File: src/rtl/booth_seq_core_if.sv
// Bus between booth_seq_core and its environment: operand request
// handshake, Booth-table mux drive/return and product result.
//   start, multiplicand, multiplier : request and signed operands
//   booth_sel, seg0, seg1           : mux select and candidate segments
//   addend                          : selected mux output (0, +M or -M)
//   busy, done, product             : status and registered 2W-bit result
interface booth_seq_core_if #(
    parameter int unsigned Width = 16
);
    logic                   start;
    logic [Width-1:0]       multiplicand;
    logic [Width-1:0]       multiplier;
    logic [1:0]             booth_sel;
    logic [Width:0]         seg0;
    logic [Width:0]         seg1;
    logic [Width:0]         addend;
    logic                   busy;
    logic                   done;
    logic [2*Width-1:0]     product;

    // Environment side: issues requests and closes the mux loop.
    modport master (
        output start, multiplicand, multiplier, addend,
        input  booth_sel, seg0, seg1, busy, done, product
    );

    // Core side.
    modport slave (
        input  start, multiplicand, multiplier, addend,
        output booth_sel, seg0, seg1, busy, done, product
    );
endinterface

File: src/rtl/booth_seq_core.sv
// Sequential radix-2 Booth multiplier core.
// Drives an external Booth-table 4:1 mux (select plus +M / -M segments)
// and consumes its output as the per-iteration addend. Runs Width
// iterations of add + arithmetic shift, then presents the 2*Width-bit
// signed product with a one-cycle done pulse.
//   clk   : rising-edge clock
//   rst_n : asynchronous active-low reset
//   bus   : booth_seq_core_if.slave (request, mux loop, status, product)
module booth_seq_core #(
    parameter int unsigned Width = 16
) (
    input  logic               clk,
    input  logic               rst_n,
    booth_seq_core_if.slave    bus
);
    localparam int unsigned CntW = $clog2(Width) + 1;

    typedef enum logic [1:0] {
        IDLE = 2'd0,
        RUN  = 2'd1,
        DONE = 2'd2
    } state_t;

    state_t              r_state;
    state_t              w_next_state;

    // A is one bit wider than the operands so -(-2^(W-1)) fits.
    logic [Width:0]      r_a;
    logic [Width-1:0]    r_q;
    logic                r_q1;
    logic [Width:0]      r_m;
    logic [CntW-1:0]     r_count;
    logic [2*Width-1:0]  r_product;
    logic                r_done;
    logic                r_busy;

    logic                w_accept;
    logic                w_last;
    logic [Width:0]      w_sum;

    assign w_accept = (r_state == IDLE) && bus.start;
    assign w_last   = (r_state == RUN) && (r_count == CntW'(Width - 1));
    assign w_sum    = r_a + bus.addend;

    // Mux drive depends on registers only; no combinational path from addend.
    assign bus.booth_sel = {r_q[0], r_q1};
    assign bus.seg0      = r_m;
    assign bus.seg1      = -r_m;

    assign bus.busy    = r_busy;
    assign bus.done    = r_done;
    assign bus.product = r_product;

    always_ff @(posedge clk or negedge rst_n) begin
        if (!rst_n) begin
            r_state <= IDLE;
        end else begin
            r_state <= w_next_state;
        end
    end

    always_comb begin
        w_next_state = r_state;
        case (r_state)
            IDLE:    if (bus.start) w_next_state = RUN;
            RUN:     if (w_last)    w_next_state = DONE;
            DONE:    w_next_state = IDLE;
            default: w_next_state = IDLE;
        endcase
    end

    always_ff @(posedge clk or negedge rst_n) begin
        if (!rst_n) begin
            r_a       <= '0;
            r_q       <= '0;
            r_q1      <= 1'b0;
            r_m       <= '0;
            r_count   <= '0;
            r_product <= '0;
            r_done    <= 1'b0;
            r_busy    <= 1'b0;
        end else begin
            r_done <= w_last;
            r_busy <= w_accept || ((r_state == RUN) && !w_last);
            if (w_accept) begin
                r_a     <= '0;
                r_q     <= bus.multiplier;
                r_q1    <= 1'b0;
                r_m     <= {bus.multiplicand[Width-1], bus.multiplicand};
                r_count <= '0;
            end else if (r_state == RUN) begin
                // Arithmetic right shift of {sum, Q, Q_-1}, sum MSB replicated.
                r_a     <= {w_sum[Width], w_sum[Width:1]};
                r_q     <= {w_sum[0], r_q[Width-1:1]};
                r_q1    <= r_q[0];
                r_count <= r_count + CntW'(1);
                if (w_last) begin
                    // Low 2W bits of the shifted {A, Q}.
                    r_product <= {w_sum, r_q[Width-1:1]};
                end
            end
        end
    end
endmodule
File: src/flat_wrapper.sv
// flat-port wrapper written by rule: the top's interface ports become plain ports
module booth_seq_core_flat 
#(
    parameter int unsigned Width = 16
)
  (clk, rst_n, bus_start, bus_multiplicand, bus_multiplier, bus_addend, bus_booth_sel, bus_seg0, bus_seg1, bus_busy, bus_done, bus_product);
  booth_seq_core_if #(.Width(Width)) bus_i ();
  input  logic clk;
  input  logic rst_n;
  input wire logic [$bits(bus_i.start)-1:0] bus_start;
  input wire logic [$bits(bus_i.multiplicand)-1:0] bus_multiplicand;
  input wire logic [$bits(bus_i.multiplier)-1:0] bus_multiplier;
  input wire logic [$bits(bus_i.addend)-1:0] bus_addend;
  output wire logic [$bits(bus_i.booth_sel)-1:0] bus_booth_sel;
  output wire logic [$bits(bus_i.seg0)-1:0] bus_seg0;
  output wire logic [$bits(bus_i.seg1)-1:0] bus_seg1;
  output wire logic [$bits(bus_i.busy)-1:0] bus_busy;
  output wire logic [$bits(bus_i.done)-1:0] bus_done;
  output wire logic [$bits(bus_i.product)-1:0] bus_product;
  assign bus_i.start = bus_start;
  assign bus_i.multiplicand = bus_multiplicand;
  assign bus_i.multiplier = bus_multiplier;
  assign bus_i.addend = bus_addend;
  assign bus_booth_sel = bus_i.booth_sel;
  assign bus_seg0 = bus_i.seg0;
  assign bus_seg1 = bus_i.seg1;
  assign bus_busy = bus_i.busy;
  assign bus_done = bus_i.done;
  assign bus_product = bus_i.product;
  booth_seq_core #(.Width(Width)) u_core (.clk(clk), .rst_n(rst_n), .bus(bus_i));
endmodule
File: config.mk
export PLATFORM = sky130hd
export DESIGN_NAME = booth_seq_core_flat
export DESIGN_NICKNAME = d
export VERILOG_FILES = /design/src/rtl/booth_seq_core_if.sv /design/src/rtl/booth_seq_core.sv /design/src/flat_wrapper.sv
export SDC_FILE = /design/constraint.sdc
export NUM_CORES = 1
export LEC_CHECK = 0
export BUFFER_PORTS_ARGS = -buffer_cell sky130_fd_sc_hd__buf_2
export CAP_MARGIN = 20
export CORE_UTILIZATION = 36
export CTS_CLUSTER_DIAMETER = 30
export DETAILED_ROUTE_END_ITERATION = 8
export PLACE_DENSITY_LB_ADDON = 0.2
export SLEW_MARGIN = 5
export SYNTH_ARGS = -nofsm -noshare
export SYNTH_HDL_FRONTEND = slang
export SYNTH_SLANG_ARGS = --single-unit
File: constraint.sdc
create_clock -name clk -period 2.9 [get_ports clk]
set_input_delay 0.435 -clock clk [delete_from_list [all_inputs] [get_ports clk]]
set_output_delay 0.435 -clock clk [all_outputs]
set_load 0.01 [all_outputs]
==> metrics.txt <==
uppermost routed layer=met4; prevailing post-synth register cell=dfrtp_1; die footprint=approximately 13000 um^2; num ports=122; TritonRoute pass-1 iters=4; LEAKAGE=approximately 2.8 nW; NumNets Final=~630; yosys warns=0; layout cells sized above 1=33.5%; PD cells=roughly 1200 nW/um^2; Commonest cells post-synth=dfrtp_1 (90), nand2_1 (41), mux2_2 (36); CTS root buf=clkbuf_16; Total GRT Usage=approximately 17%; Final Cycle Share=91.4%; Syn Nets=a little over 500; flop-to-flop setup slack=about 250 ps; TNS Setup=0 ps; Total Power=~7 mW; Routed met3 length=~540 um; final slew viol count=0; Yosys top cell area share=just under 50%; crit path cell chain=ha_1, fa_1, a21o_1, a221oi_2, and3_1, nor3_1, or3_4, a221o_1; initial antenna violation count=0; measured slew at the worst slew-check pin=787 ps; DR WL met2=approximately 5000 um; # resized after CTS=0; Worst setup EP type=flop; core area=approximately 13000 um^2; vias in the first global route=3703; Async SR Flop Fraction=100%; first-pass GRT wire length=around 18000 um; CP Data Required Time=approximately 3100 ps; Avg Inst Size Synth=around 11 um^2; R2R Path Start=u_core.r_a[0]; ANT nets after route=0; htree depth=3; Worst path depth=8; GRT overflow=0; buffers and inverters on the worst path=0; clk_lat worst skew=between 300 and 400 ps; Critical Path Sink=u_core.r_a[15]; detailed placement HPWL=about 7800 um; critical path peak fanout=3; Area Overhead vs Synth=23.7%; Worst setup startpoint=u_core.r_a[0]; M1 WL=around 5200 um; post-CTS setup buffers=0; delay-heaviest family, CP=compound AO/OA/AOI/OAI gates; sequential share of the synthesized area=about half; worst hold path class=in2async; Fmax=approximately 380 MHz; CTS buffer count=9; global placement routability congestion=between 0.8 and 0.9; most used standard cell by instance count after synthesis=dfrtp_1; largest net degree at the start of global routing=52; WL per Instance=15.0 um; clk buf depth=2; Critical-path top delay cell=fa_1; final hold viol count=0; final setup fails=0; synth unique cells=approximately 50; EDFF count, synth=0; Hold Buf Count CTS=0; startpoint types=flop; relative slew slack=between 40% and 50%; initial core utilization=between 30% and 40%; clk sink count=90; row count=just over 40; CP max stage delay=roughly 400 ps; RSZ-0062 raised after global routing=false; vias per std cell=5.14; Worst Setup Path Type=reg2reg; final period demand of the worst path=approximately 2700 ps; IO Port Bufs=121; Synth Instances=442; reg-to-reg endpoint=u_core.r_a[15]; clk_skew=about 11 ps; Synth area leader=dfrtp_1; Critical Path AT=2880 ps; reg2reg path depth=8; chip height=~120 um; Hold WS=about 73 ps; status=complete, no violations; synth top area cells=dfrtp_1 (48%), mux2_2 (8.7%), ha_1 (5.1%); CTS tree=done; DR vias=between 3000 and 4000; Mapped Area=4670 um^2; synthesis-stage register bit count=90; drt total wl=about 11000 um; die width=roughly 120 um; ant diodes=0; Clock Pin Slew Worst Setup and Hold Paths=around 70 ps; Max VDD drop=roughly 0.56 mV; drt drc=0; DR iter-0 viols=around 150; Max-cap violations=0
area by class of cell:
type                            count  area [um^2]
Fill cell                        1257         6840
Multi-Input combinational cell    318         2270
Sequential cell                    90         2250
Timing Repair Buffer              132          703
Clock buffer                       10          229
Tap cell                          172          215
Clock inverter                      6         75.1
Inverter                            8         30.0
worst min-delay path by stage:
stage                                   endpoint  cells after the start  slack, ps                    from
after CTS                  u_core.bus.product[5]                      1         90                   rst_n
after floorplan                  u_core.bus.busy                      0        140                   rst_n
after global placement    u_core.bus.product[25]                      2        450  u_core.bus.product[25]
after detailed placement  u_core.bus.product[22]                      2        460  u_core.bus.product[22]
final                      u_core.bus.product[6]                      1         70                   rst_n
after global routing       u_core.bus.product[6]                      1        100                   rst_n
stage by stage:
step / worst slack (ps) / utilization [%] / std cells / instance area (um^2)
floorplan: 274 / - / 442 / 4670
global placement: 119 / 43.4 / 720 / 5480
detailed placement: 92.8 / 43.4 / 720 / 5480
CTS: 240 / 45.8 / 736 / 5780
global route: 58.8 / 45.8 / 736 / 5780
finish: 248 / 45.8 / 736 / 5780
power breakdown:
part	switching [mW]	internal, mW	leakage [nW]
sequential	0.494	1.88	1.10
combinational	1.73	1.60	1.52
clock	0.516	0.681	0.145
logic make-up (layout without fill, tap and decap cells):
family,count (synthesis),after routing,share of synthesized area (%)
AOI/OAI and AO/OA,126,126,17.7
xor gates and xnor gates,26,26,4.87
adders and majority gates,20,20,5.52
buffers and inverters,34,156,3.19
DFF,90,90,48.2
muxes,36,36,8.67
and+or+nand+nor,110,110,11.8
sequential cells by signal, indices dropped and copies added (netlist names):
| register | count |
|---|---|
| u_core.r_count | 5 |
| u_core.r_q | 16 |
| u_core.bus.product | 32 |
| u_core.bus.done | 1 |
| u_core.bus.busy | 1 |
| u_core.r_state | 2 |
| u_core.bus.seg0 | 16 |
| u_core.r_a | 16 |
| u_core.r_q1 | 1 |
cell usage in the layout (no fill, tap or decap), drive strengths merged, types with 9 or more instances in the layout:
cell / Yosys / routed
xnor2: 17 / 17
inv: 7 / 9
o21ai: 31 / 31
nor2b: 20 / 20
nand2: 41 / 41
buf: 12 / 132
a22o: 14 / 14
a22oi: 16 / 16
ha: 19 / 19
xor2: 9 / 9
nor2: 11 / 11
mux2: 36 / 36
a21oi: 32 / 32
clkbuf: 14 / 10
dfrtp: 90 / 90
routing by layer:
layer / vias up / global-route usage, %
met1: 1829 / 22.4
li1: 1838 / -
met3: 12 / 3.45
met5: - / 0
met2: 101 / 28.6
met4: 0 / 6.41
No activity file was read; power rests on OpenSTA's default activity.
